===== src/rtl/alarm_controller.sv =====
// alarm_controller
// ----------------
// Decides when the alarm fires and sequences ring / snooze / dismiss.
// The block sits between the alarm-setting counters, the time-of-day
// counters, and the display/sounder logic.
//
// Ports:
//   clk          in   system clock
//   clear        in   synchronous active-high reset
//   sec_tick     in   one-cycle pulse per second
//   enable       in   alarm on/off switch (level)
//   dismiss      in   one-cycle pulse, stop the alarm
//   snooze       in   one-cycle pulse, snooze request
//   cur_hour     in   current hour   (0..23)
//   cur_min      in   current minute (0..59)
//   alarm_hour   in   alarm hour   (0..23 or UNSET)
//   alarm_min    in   alarm minute (0..59 or UNSET)
//   state        out  DISARMED=0, ARMED=1, RINGING=2, SNOOZING=3
//   ringing      out  high while in RINGING
//   buzzer       out  beep pattern, toggles once per second while ringing
//   alarm_event  out  one-cycle pulse on every entry to RINGING
//   snooze_count out  snoozes used in the current alarm event
module alarm_controller #(
    parameter logic [6:0] UNSET        = 7'h7F,
    parameter int         SNOOZE_MIN   = 5,
    parameter int         MAX_SNOOZE   = 3,
    parameter int         RING_TIMEOUT = 60
) (
    input  logic       clk,
    input  logic       clear,
    input  logic       sec_tick,
    input  logic       enable,
    input  logic       dismiss,
    input  logic       snooze,
    input  logic [6:0] cur_hour,
    input  logic [6:0] cur_min,
    input  logic [6:0] alarm_hour,
    input  logic [6:0] alarm_min,
    output logic [1:0] state,
    output logic       ringing,
    output logic       buzzer,
    output logic       alarm_event,
    output logic [1:0] snooze_count
);

    typedef enum logic [1:0] {
        DISARMED = 2'd0,
        ARMED    = 2'd1,
        RINGING  = 2'd2,
        SNOOZING = 2'd3
    } state_t;

    localparam logic [11:0] SNOOZE_LOAD  = 12'(SNOOZE_MIN * 60);
    localparam logic [6:0]  RING_LIMIT   = 7'(RING_TIMEOUT);
    localparam logic [1:0]  SNOOZE_LIMIT = 2'(MAX_SNOOZE);

    state_t      state_q, state_d;
    logic [1:0]  snooze_cnt_q, snooze_cnt_d;
    logic [11:0] snooze_tmr_q, snooze_tmr_d;
    logic [6:0]  ring_cnt_q, ring_cnt_d;
    logic        buzzer_q, buzzer_d;
    logic        event_q, event_d;
    logic        match_prev_q;

    logic        alarm_set_s;
    logic        match_now_s;
    logic        trigger_s;

    assign alarm_set_s = (alarm_hour != UNSET) && (alarm_min != UNSET);
    assign match_now_s = alarm_set_s && (cur_hour == alarm_hour) && (cur_min == alarm_min);
    // Rising edge of the match: only the first cycle of the matching minute fires.
    assign trigger_s   = match_now_s && !match_prev_q;

    // Next-state and next-output computation.
    always_comb begin
        state_d      = state_q;
        snooze_cnt_d = snooze_cnt_q;
        snooze_tmr_d = snooze_tmr_q;
        ring_cnt_d   = ring_cnt_q;
        buzzer_d     = buzzer_q;
        event_d      = 1'b0;

        if (!enable || !alarm_set_s) begin
            state_d      = DISARMED;
            snooze_cnt_d = 2'd0;
            snooze_tmr_d = 12'd0;
            ring_cnt_d   = 7'd0;
            buzzer_d     = 1'b0;
        end else begin
            case (state_q)
                DISARMED: begin
                    state_d = ARMED;
                end
                ARMED: begin
                    // A dismiss pulse outranks a trigger arriving on the same edge.
                    if (trigger_s && !dismiss) begin
                        state_d    = RINGING;
                        event_d    = 1'b1;
                        ring_cnt_d = 7'd0;
                        buzzer_d   = 1'b1;
                    end else begin
                        state_d = ARMED;
                    end
                end
                RINGING: begin
                    // Snooze with the allowance exhausted behaves as dismiss.
                    if (dismiss || (snooze && (snooze_cnt_q == SNOOZE_LIMIT))) begin
                        state_d      = ARMED;
                        snooze_cnt_d = 2'd0;
                        buzzer_d     = 1'b0;
                    end else if (snooze) begin
                        state_d      = SNOOZING;
                        snooze_cnt_d = snooze_cnt_q + 2'd1;
                        snooze_tmr_d = SNOOZE_LOAD;
                        buzzer_d     = 1'b0;
                    end else if (sec_tick) begin
                        ring_cnt_d = ring_cnt_q + 7'd1;
                        if ((ring_cnt_q + 7'd1) == RING_LIMIT) begin
                            state_d      = ARMED;
                            snooze_cnt_d = 2'd0;
                            buzzer_d     = 1'b0;
                        end else begin
                            buzzer_d = !buzzer_q;
                        end
                    end else begin
                        state_d = RINGING;
                    end
                end
                SNOOZING: begin
                    if (dismiss) begin
                        state_d      = ARMED;
                        snooze_cnt_d = 2'd0;
                    end else if (sec_tick) begin
                        snooze_tmr_d = snooze_tmr_q - 12'd1;
                        if (snooze_tmr_q == 12'd1) begin
                            state_d    = RINGING;
                            event_d    = 1'b1;
                            ring_cnt_d = 7'd0;
                            buzzer_d   = 1'b1;
                        end else begin
                            state_d = SNOOZING;
                        end
                    end else begin
                        state_d = SNOOZING;
                    end
                end
                default: begin
                    state_d      = DISARMED;
                    snooze_cnt_d = 2'd0;
                    buzzer_d     = 1'b0;
                end
            endcase
        end
    end

    // State and output registers with synchronous clear.
    always_ff @(posedge clk) begin
        if (clear) begin
            state_q      <= DISARMED;
            snooze_cnt_q <= 2'd0;
            snooze_tmr_q <= 12'd0;
            ring_cnt_q   <= 7'd0;
            buzzer_q     <= 1'b0;
            event_q      <= 1'b0;
            match_prev_q <= 1'b0;
        end else begin
            state_q      <= state_d;
            snooze_cnt_q <= snooze_cnt_d;
            snooze_tmr_q <= snooze_tmr_d;
            ring_cnt_q   <= ring_cnt_d;
            buzzer_q     <= buzzer_d;
            event_q      <= event_d;
            match_prev_q <= match_now_s;
        end
    end

    assign state        = state_q;
    assign ringing      = (state_q == RINGING);
    assign buzzer       = buzzer_q;
    assign alarm_event  = event_q;
    assign snooze_count = snooze_cnt_q;

endmodule


===== config.mk =====
export PLATFORM = sky130hd
export DESIGN_NAME = alarm_controller
export DESIGN_NICKNAME = d
export VERILOG_FILES = /design/src/rtl/alarm_controller.sv
export SDC_FILE = /design/constraint.sdc
export NUM_CORES = 1
export LEC_CHECK = 0
export ABC_AREA = 0
export CAP_MARGIN = 10
export CORE_UTILIZATION = 45
export DETAILED_ROUTE_END_ITERATION = 8
export PLACE_DENSITY_LB_ADDON = 0.3
export SYNTH_ARGS = -nofsm -noshare
export SYNTH_HDL_FRONTEND = slang
export SYNTH_SLANG_ARGS = --single-unit

===== constraint.sdc =====
create_clock -name clk -period 4.63 [get_ports clk]
set_clock_uncertainty 0.05 [all_clocks]
set_input_delay 0.926 -clock clk [delete_from_list [all_inputs] [get_ports clk]]
set_output_delay 0.926 -clock clk [all_outputs]
set_load 0.005 [all_outputs]

Yosys cells after proc, flatten, opt, wreduce, memory -nomap -nowiden --
Cells that the tools add are included.
Word-level totals: register bits after elaboration 26, input bits 34, output and inout bits 7, logic and storage cells 95
Cells by class: add/subtract/negate cells 3, equal/unequal tests 22, mux-type cells 42, reductions and logical operators 21
Operators by type and width (count):
- $mux W7 | 7
- $mux W12 | 4
- $mux W2 | 12
- $pmux W12 S2 | 1
- $pmux W7 S3 | 1
- $ne A2 B2 Y1 const B | 9
- $eq A7 B7 Y1 | 2
- $ne A7 B7 Y1 const B | 2
- $mux W1 | 13
- $eq A12 B1 Y1 const B | 1
- $sub A12 B1 Y12 const B | 1
- $pmux W2 S4 | 1
- $reduce_and A8 Y1 | 1
- $add A7 B1 Y7 const B | 1
- $eq A7 B6 Y1 const B | 1
- $eq A2 B2 Y1 const B | 3
- $logic_and A1 B1 Y1 | 6
- $reduce_and A6 Y1 | 1
- $logic_not A1 Y1 | 5
- $ne A5 B3 Y1 const B | 1
- $reduce_and A5 Y1 | 1
- $ne A4 B2 Y1 const B | 1
- $ne A4 B3 Y1 const B | 1
- $pmux W2 S2 | 1
- 10 further kinds | 11

Logic depth before layout (Yosys ltp) --
Gate-level depths: netlist of run 1.
depth after elaboration 8, gate-level depth with buffers 9, depth with buffers taken out 7

Worst setup path before layout of run 1 --
No wires, ideal clock.
kind input-to-reg, start input port alarm_hour[0], end register ring_cnt_q[0], setup time 0.117 ns, arrival time 2.182 ns, required time 4.463 ns, slack 2.281 ns, stages on the path 6, buffers on the path 1, cell sequence xor2_1 -> nor4_1 -> nand4_1 -> or2_1 -> clkbuf_1 -> a32o_2
Between the ends: cells in the longest elaborated chain, start to end 8, elaborated cells between the ends (all ways) 12, those cells by class eq/ne: 3; reduce/logical: 9
RTL lines:
- from (decl) | line 37 | input logic [6:0] alarm_hour,
- $ne A7 B7 Y1 | line 69 | assign alarm_set_s = (alarm_hour != UNSET) && (alarm_min != UNSET);
- $logic_and A1 B1 Y1 | line 69
- $logic_and A1 B1 Y1 (2 in a row) | line 70 | assign match_now_s = alarm_set_s && (cur_hour == alarm_hour) && (cur_min == alarm_min);
- $logic_and A1 B1 Y1 | line 72 | assign trigger_s = match_now_s && !match_prev_q;
- $logic_and A1 B1 Y1 | line 96 | if (trigger_s && !dismiss) begin
- $ne A2 B2 Y1 (no source line)
- $reduce_and A8 Y1 (no source line)
- to (signal assigned) | line 170 | ring_cnt_q <= ring_cnt_d;
- to (decl) | line 60 | logic [6:0] ring_cnt_q, ring_cnt_d;
Parallel ways exist; a longest one is shown, timed or not. A chain may end at the register's enable or synchronous reset.

Worst setup path in the final report of run 1 --
start register state_q[1] (netlist: state[1]), end output port ringing
Between the ends: cells in the longest elaborated chain, start to end 1
RTL lines:
- from (decl) | line 57 | state_t state_q, state_d;
- from (signal assigned) | line 167 | state_q <= state_d;
- $eq A2 B2 Y1 | line 178 | assign ringing = (state_q == RINGING);
- to (decl) | line 40 | output logic ringing,
No other way between the ends.

==> key figures, run 1 <==
Power and ir drop
  • Comb pwr share: 13.2%
  • Net load switching power: 0.0925 mW
  • Flop pwr share: 51.4%
  • Pleak: 0.738 nW
  • Cell Int Power: 0.347 mW
  • Pwr/cell area: 214 nW/um^2
  • Clock group share of total power: 35.4%
  • Switch share: 21.1%
  • Peak supply drop: 0.104 mV

STA
  • Slew Limit Headroom: 51.1%
  • Final period utilization: 59.0%
  • Final TNS setup: 0 ps
  • Final setup violation count: 0
  • Final Max Slew Viols: 0
  • RSZ-0062 raised after global routing: no
  • Worst slew pin tran: 727 ps
  • Final WS setup: 1900 ps
  • Period minus WS final: 2730 ps
  • Final hold violations: 0
  • FMAX: 366 MHz

Floorplanning
  • # rows: 21
  • Ports: 41
  • Area of the core: 3340 sq um
  • Initial Util: 47.2%
  • Die Wd: 61.1 um
  • Vert. Die Dim: 61.1 um
  • Full die area: 3740 sq um

Final layout
  • Post-Layout Cell Count: 270
  • Antenna Cells: 0
  • Layout Nets: 263
  • Post-layout util: 61.6%
  • Post-route cell area: 2050 sq um
  • Share of layout cells above drive strength 1: 4.46%
  • Area growth syn-to-layout: 30.5%

Yosys
  • Top FF cell, synth: dfxtp_1
  • Net Count, Synth: 224
  • Synth Area per Inst: 8.46 sq um
  • Post-synth top area cell: dfxtp_1
  • Post-synth ARST share: 0%
  • Cell variety after synth: 49
  • Yosys Warn Count: 0
  • Sequential share of the synthesized area: 33.1%
  • Yosys reg bits: 26
  • Synth top cells by count: dfxtp_1 (26), nor2_1 (19), xor2_1 (18)
  • Top-count cell post-synth: dfxtp_1
  • Synth top area share: 33.1%
  • Post-Syn Area: 1570 sq um
  • Syn Inst Count: 186
  • Ranking of synthesized cells by area: dfxtp_1 (33%), xor2_1 (10%), nor2_1 (4.5%), xnor2_1 (3.9%), ha_1 (3.2%)
  • Post-synth EDFFs: 0

Job
  • Max Cap Viol: 0

Critical path
  • Slowest Stage Delay on Critical Path: 530 ps
  • Register-to-Register Path Depth: 5
  • R2R setup slack: 2530 ps
  • Buf/Inv on CP: 2
  • Critical path class: reg -> out
  • RR Endpoint: ring_cnt_q[0]
  • Worst EP arrival: 1760 ps
  • CP required: 3650 ps
  • Nature of the critical path startpoint: flop
  • CP top delay family: buffers and inverters
  • Reg2Reg Launch Point: snooze_tmr_q[2]
  • Crit path depth: 3
  • CP cell instances: nand2_1 -> inv_2 -> clkdlybuf4s50_1
  • Peak fanout along the critical path: 11
  • CP endpoint kind: output pin
  • Worst path slowest cell: dfxtp_1

Run status
  • Status: complete, no violations

Drt
  • Pre-Repair DR Iteration Count: 4
  • Initial DRC count: 73
  • Routed len/inst: 13.9 um
  • Vias per cell: 5.55
  • WL final: 3750 um
  • Post-route DRC: 0
  • Detail Route Antenna Nets: 0
  • Via count: 1,499

GRT
  • Initial antenna violation count: 0
  • GRT overflow: 0
  • Largest net degree at the start of global routing: 16
  • First-pass GRT wire length: 6130 um
  • Vias in the first global route: 1,375
  • GR Util All Layers: 21.9%

Placement
  • Port-buffer cells: 40
  • Gpl congestion: 0.817
  • Placed cells: 266
  • Place WS: 1680 ps
  • DP HPWL: 2950 um
  • DP Area: 2000 sq um

CTS
  • Clock H-tree levels: 1
  • Hold_buf cts: 0
  • CTS root buffer: clkbuf_4
  • CTS Buffer Depth: 2
  • Clock transition at path regs: 140 ps
  • TritonCTS Sinks: 26
  • CTS Buf Count: 3
  • TritonCTS clock tree: built
  • # Post-CTS Setup Buffers: 0
  • Post-cts resize count: 0
  • Clk_lat worst skew: 320 ps

Hold path
  • Hold EP: buzzer
  • Worst Hold Launch: buzzer
  • Hold depth: 2
  • Class of the worst hold path: reg -> reg
[final cells by class]
type                       count  area (sq um)
clock buffer                   3          22.5
clock inverter                 1          30.0
fill                         305          1280
inverter                       5          18.8
multi-input combinational    149          1000
sequential                    26           520
tap                           46          57.6
timing repair buffer          40           400
[layout by cell type, fill, tap and decap left out, drive strengths merged, types with 4 or more instances in the layout]
| master | netlist | routed |
|---|---|---|
| clkdlybuf4s50 | 0 | 40 |
| a21oi | 9 | 9 |
| o21ai | 5 | 5 |
| nand2 | 13 | 13 |
| nand3 | 6 | 6 |
| xnor2 | 7 | 7 |
| nor4 | 6 | 6 |
| a31o | 4 | 4 |
| ha | 4 | 4 |
| nor3 | 6 | 6 |
| xor2 | 18 | 18 |
| nor2 | 19 | 19 |
| dfxtp | 26 | 26 |
| inv | 5 | 5 |
[registers in the layout (all words and copies together) (netlist names)]
register      flops
snooze_tmr_q     12
ring_cnt_q        7
snooze_count      2
state             2
alarm_event       1
buzzer            1
match_prev_q      1
[power groups by stage]
stage	Clock (mW)	Combinational (mW)	Sequential, mW
after floorplan	0	0.0211	0.229
after global placement	0	0.0576	0.230
after detailed placement	0	0.0578	0.230
after CTS	0.159	0.0581	0.226
after global routing	0.169	0.0627	0.226
final	0.156	0.0580	0.226
[worst reg2reg max path, stage by stage, from the launching register on]
cell	delay, ps
dfxtp_1	370
nor4_1	660
nand2_1	110
o41a_1	370
and2_4	200
a32o_2	250
[how the worst max path moves through the flow]
stage,start,to,slack [ps]
5_1_grt,state[1],ringing,1770
2_1_floorplan,alarm_hour[0],ring_cnt_q[0],2280
3_3_place_gp,alarm_hour[0],ring_cnt_q[0],1680
6_report,state[1],ringing,1900
3_5_place_dp,sec_tick,ring_cnt_q[0],1680
4_1_cts,state[1],ringing,1910
[cells by family (layout without fill, tap and decap cells)]
| kind of cell | count (synthesis) | after routing | share of synthesized area, % |
|---|---|---|---|
| and+or+nand+nor | 82 | 82 | 29.4 |
| DFF | 26 | 26 | 33.1 |
| xor gates and xnor gates | 25 | 25 | 13.9 |
| muxes | 1 | 1 | 0.636 |
| buffers and inverters | 11 | 49 | 3.10 |
| AOI/OAI and AO/OA | 37 | 37 | 16.7 |
| adders and majority gates | 4 | 4 | 3.18 |
[stage by stage]
stage,hold WS (ps),power (mW)
after global placement,443,0.288
after floorplan,419,0.251
after global routing,496,0.457
after detailed placement,449,0.288
after CTS,468,0.443
final,472,0.439
[layer usage]
| metal | up-vias | global-route usage [%] | share of wire [%] |
|---|---|---|---|
| li1 | 764 | - | - |
| met1 | 686 | 28.6 | 46 |
| met2 | 47 | 38.2 | 48 |
| met3 | 2 | 2.94 | 5.9 |
| met4 | 0 | 5.19 | 0.59 |
| met5 | - | 0 | 0 |
Power figures use the tool's default switching activity.
==> run 2, diff against run 1 <==
==> constraint.sdc (replaced) <==
create_clock -name clk -period 2.53 [get_ports clk]
set_clock_uncertainty 0.05 [all_clocks]
set_input_delay 0.506 -clock clk [delete_from_list [all_inputs] [get_ports clk]]
set_output_delay 0.506 -clock clk [all_outputs]
set_load 0.005 [all_outputs]
==> run 2 against run 1 <==
Net effect:
- sequential cell count unchanged
- clock power is 36% higher
- first-iteration DRC count up 34%
- sequential share of layout area is 0.62 points lower
- setup slack lost 1600 ps
- largest cell class unchanged
- via count rose by 2.3%
- highest routed layer unchanged
- core utilization is 1.5 points higher
- global-route usage rose by 0.55 points
- worst hold slack worse by 4.7 ps
- combinational power grew 95%
- non-clock buffer count grew 9
==> key figures, run 2 (synthesis gave the netlist of run 1 again) <==
Run status
  • Status: complete, no violations

Hold path
  • Class of the worst hold path: reg -> reg

Drt
  • Via count: 1,534 (+2.3%)
  • Routed len/inst: 13.6 um (-2.2%)
  • Post-route DRC: 0 (unchanged)
  • Vias per cell: 5.50 (-0.97%)
  • WL final: 3790 um (+1.0%)
  • Initial DRC count: 98 (+34%)
  • Pre-Repair DR Iteration Count: 4 (unchanged)
  • Detail Route Antenna Nets: 0 (unchanged)

Final layout
  • Max FFs per register: 12 (unchanged)
  • Commonest non-fill, non-tap cells in the layout: clkdlybuf4s50_1 (40), dfxtp_1 (26), nor2_1 (19)
  • Most common cell after layout, fill and taps aside: clkdlybuf4s50_1
  • Largest regs: snooze_tmr_q: 12 flops, ring_cnt_q: 7 flops
  • Reg with most FFs: snooze_tmr_q
  • Layout Nets: 272 (+3.4%)
  • Fillers: 318 (+4.3%)
  • Post-layout util: 63.1% (+1.5 points)
  • Area growth syn-to-layout: 33.8%
  • Share of layout cells above drive strength 1: 8.15% (+3.7 points)
  • Post-Layout Cell Count: 279 (+3.3%)
  • Antenna Cells: 0 (unchanged)

STA
  • Slew Limit Headroom: 58.6% (+7.6 points)
  • Final period utilization: 87.7%
  • Period minus WS final: 2220 ps
  • Final hold violations: 0 (unchanged)
  • Worst hold slack: 467 ps (-4.66 ps)
  • FMAX: 451 MHz
  • Final TNS setup: 0 ps (unchanged)
  • Worst slew pin tran: 615 ps (-113 ps)
  • Final setup violation count: 0 (unchanged)
  • Final Max Slew Viols: 0 (unchanged)
  • RSZ-0062 raised after global routing: no

GRT
  • GR Util All Layers: 22.4% (+0.55 points)
  • GRT overflow: 0 (unchanged)
  • Largest net degree at the start of global routing: 15 (-1)
  • Initial antenna violation count: 0 (unchanged)
  • Vias in the first global route: 1,365 (-0.73%)
  • First-pass GRT wire length: 6310 um (+2.8%)

Critical path
  • Critical path class: reg -> out
  • CP cell instances: nand2_1 -> inv_2 -> clkdlybuf4s50_1
  • Nature of the critical path startpoint: flop
  • CP top delay family: buffers and inverters
  • Worst path slowest cell: dfxtp_1
  • Peak fanout along the critical path: 11 (unchanged)
  • Buf/Inv on CP: 2 (unchanged)
  • CP endpoint kind: output pin
  • Worst EP arrival: 1660 ps (-100 ps)
  • CP required: 1970 ps (-1680 ps)
  • Slowest Stage Delay on Critical Path: 550 ps (+20 ps)

Placement
  • Port-buffer cells: 40 (unchanged)
  • Placed cells: 275 (+3.4%)
  • DP HPWL: 3050 um (+3.3%)
  • Gpl congestion: 0.836 (+2.3%)

CTS
  • Clock transition at path regs: 150 ps (about the same)
  • CTS Buf Count: 3 (unchanged)
  • Hold_buf cts: 0 (unchanged)
  • CTS root buffer: clkbuf_4
  • Clk_lat worst skew: 330 ps (about the same)
  • # Post-CTS Setup Buffers: 0 (unchanged)
  • TritonCTS Sinks: 26 (unchanged)
  • CTS Buffer Depth: 2 (unchanged)
  • Post-cts resize count: 0 (unchanged)
  • Clock H-tree levels: 1 (unchanged)
  • TritonCTS clock tree: built

Power and ir drop
  • Pleak: 0.773 nW (+4.6%)
  • Pwr/cell area: 351 nW/um^2 (+64%)
  • Peak supply drop: 0.231 mV (+120%)

Floorplanning
  • Initial Util: 47.2% (unchanged)
  • Full die area: 3740 sq um (unchanged)
  • Die Wd: 61.1 um (unchanged)
  • # rows: 21 (unchanged)
  • Vert. Die Dim: 61.1 um (unchanged)
  • Ports: 41 (unchanged)
  • Area of the core: 3340 sq um (unchanged)

Job
  • Max Cap Viol: 0 (unchanged)
[run 2: cell count changes in the layout (fill, tap and decap cells not counted)]
| cell | previous run | this run |
|---|---|---|
| buf_4 | 0 | 9 |
| clkbuf_8 | 0 | 1 |
| bufinv_16 | 1 | 0 |
[run 2: layout make-up]
class	count	area [sq um]	share of cell area (%)
Clock buffer	4	36.3	1.72
Sequential cell	26	520	24.7
Timing Repair Buffer	49	468	22.2
Tap cell	46	57.6	2.73
Inverter	5	18.8	0.891
Multi-Input combinational cell	149	1000	47.7
[run 2: path summary, 6_finish.rpt]
kind	start	end	slack [ps]	cells after the start
worst max-delay path	state[1]	ringing	310	3
worst min-delay path	buzzer	buzzer	470	2
worst max register to register	snooze_tmr_q[2]	ring_cnt_q[0]	510	5
worst min register to register	buzzer	buzzer	470	2
[run 2: routing by layer]
layer	vias to the layer above	track usage (%)	wire length [um]
li1	779	-	-
met1	714	32.2	1860
met5	-	0	0
met2	35	34.3	1700
met4	0	6.49	51
met3	6	3.99	173
[run 2: worst min-delay path: stages, from the launching register on]
cell and delay (ps):
dfxtp_1 360, inv_1 60, a311oi_1 70
[run 2: report_power, final]
| part | switching (mW) | total [mW] | internal [mW] |
|---|---|---|---|
| registers | 0.00221 | 0.413 | 0.410 |
| logic | 0.0431 | 0.113 | 0.0700 |
| clock network | 0.124 | 0.212 | 0.0880 |
[run 2: through the flow]
stage / instance area (sq um) / setup WS, ps / power [mW]
6_report: 2110 / 312 / 0.738
5_1_grt: 2110 / 230 / 0.773
4_1_cts: 2110 / 304 / 0.746
3_5_place_dp: 2070 / 55.3 / 0.534
3_3_place_gp: 2070 / 131 / 0.533
2_1_floorplan: 1570 / 558 / 0.458
==> run 3, diff against run 2 <==
--- a/config.mk
+++ b/config.mk
@@ -6,7 +6,7 @@
 export NUM_CORES = 1
 export LEC_CHECK = 0
 export ABC_AREA = 0
-export CAP_MARGIN = 10
+export CAP_MARGIN = 20
 export CORE_UTILIZATION = 45
 export DETAILED_ROUTE_END_ITERATION = 8
 export PLACE_DENSITY_LB_ADDON = 0.3
==> results of run 3 <==
Final layout, timing and power as in run 2 (identical DEF).
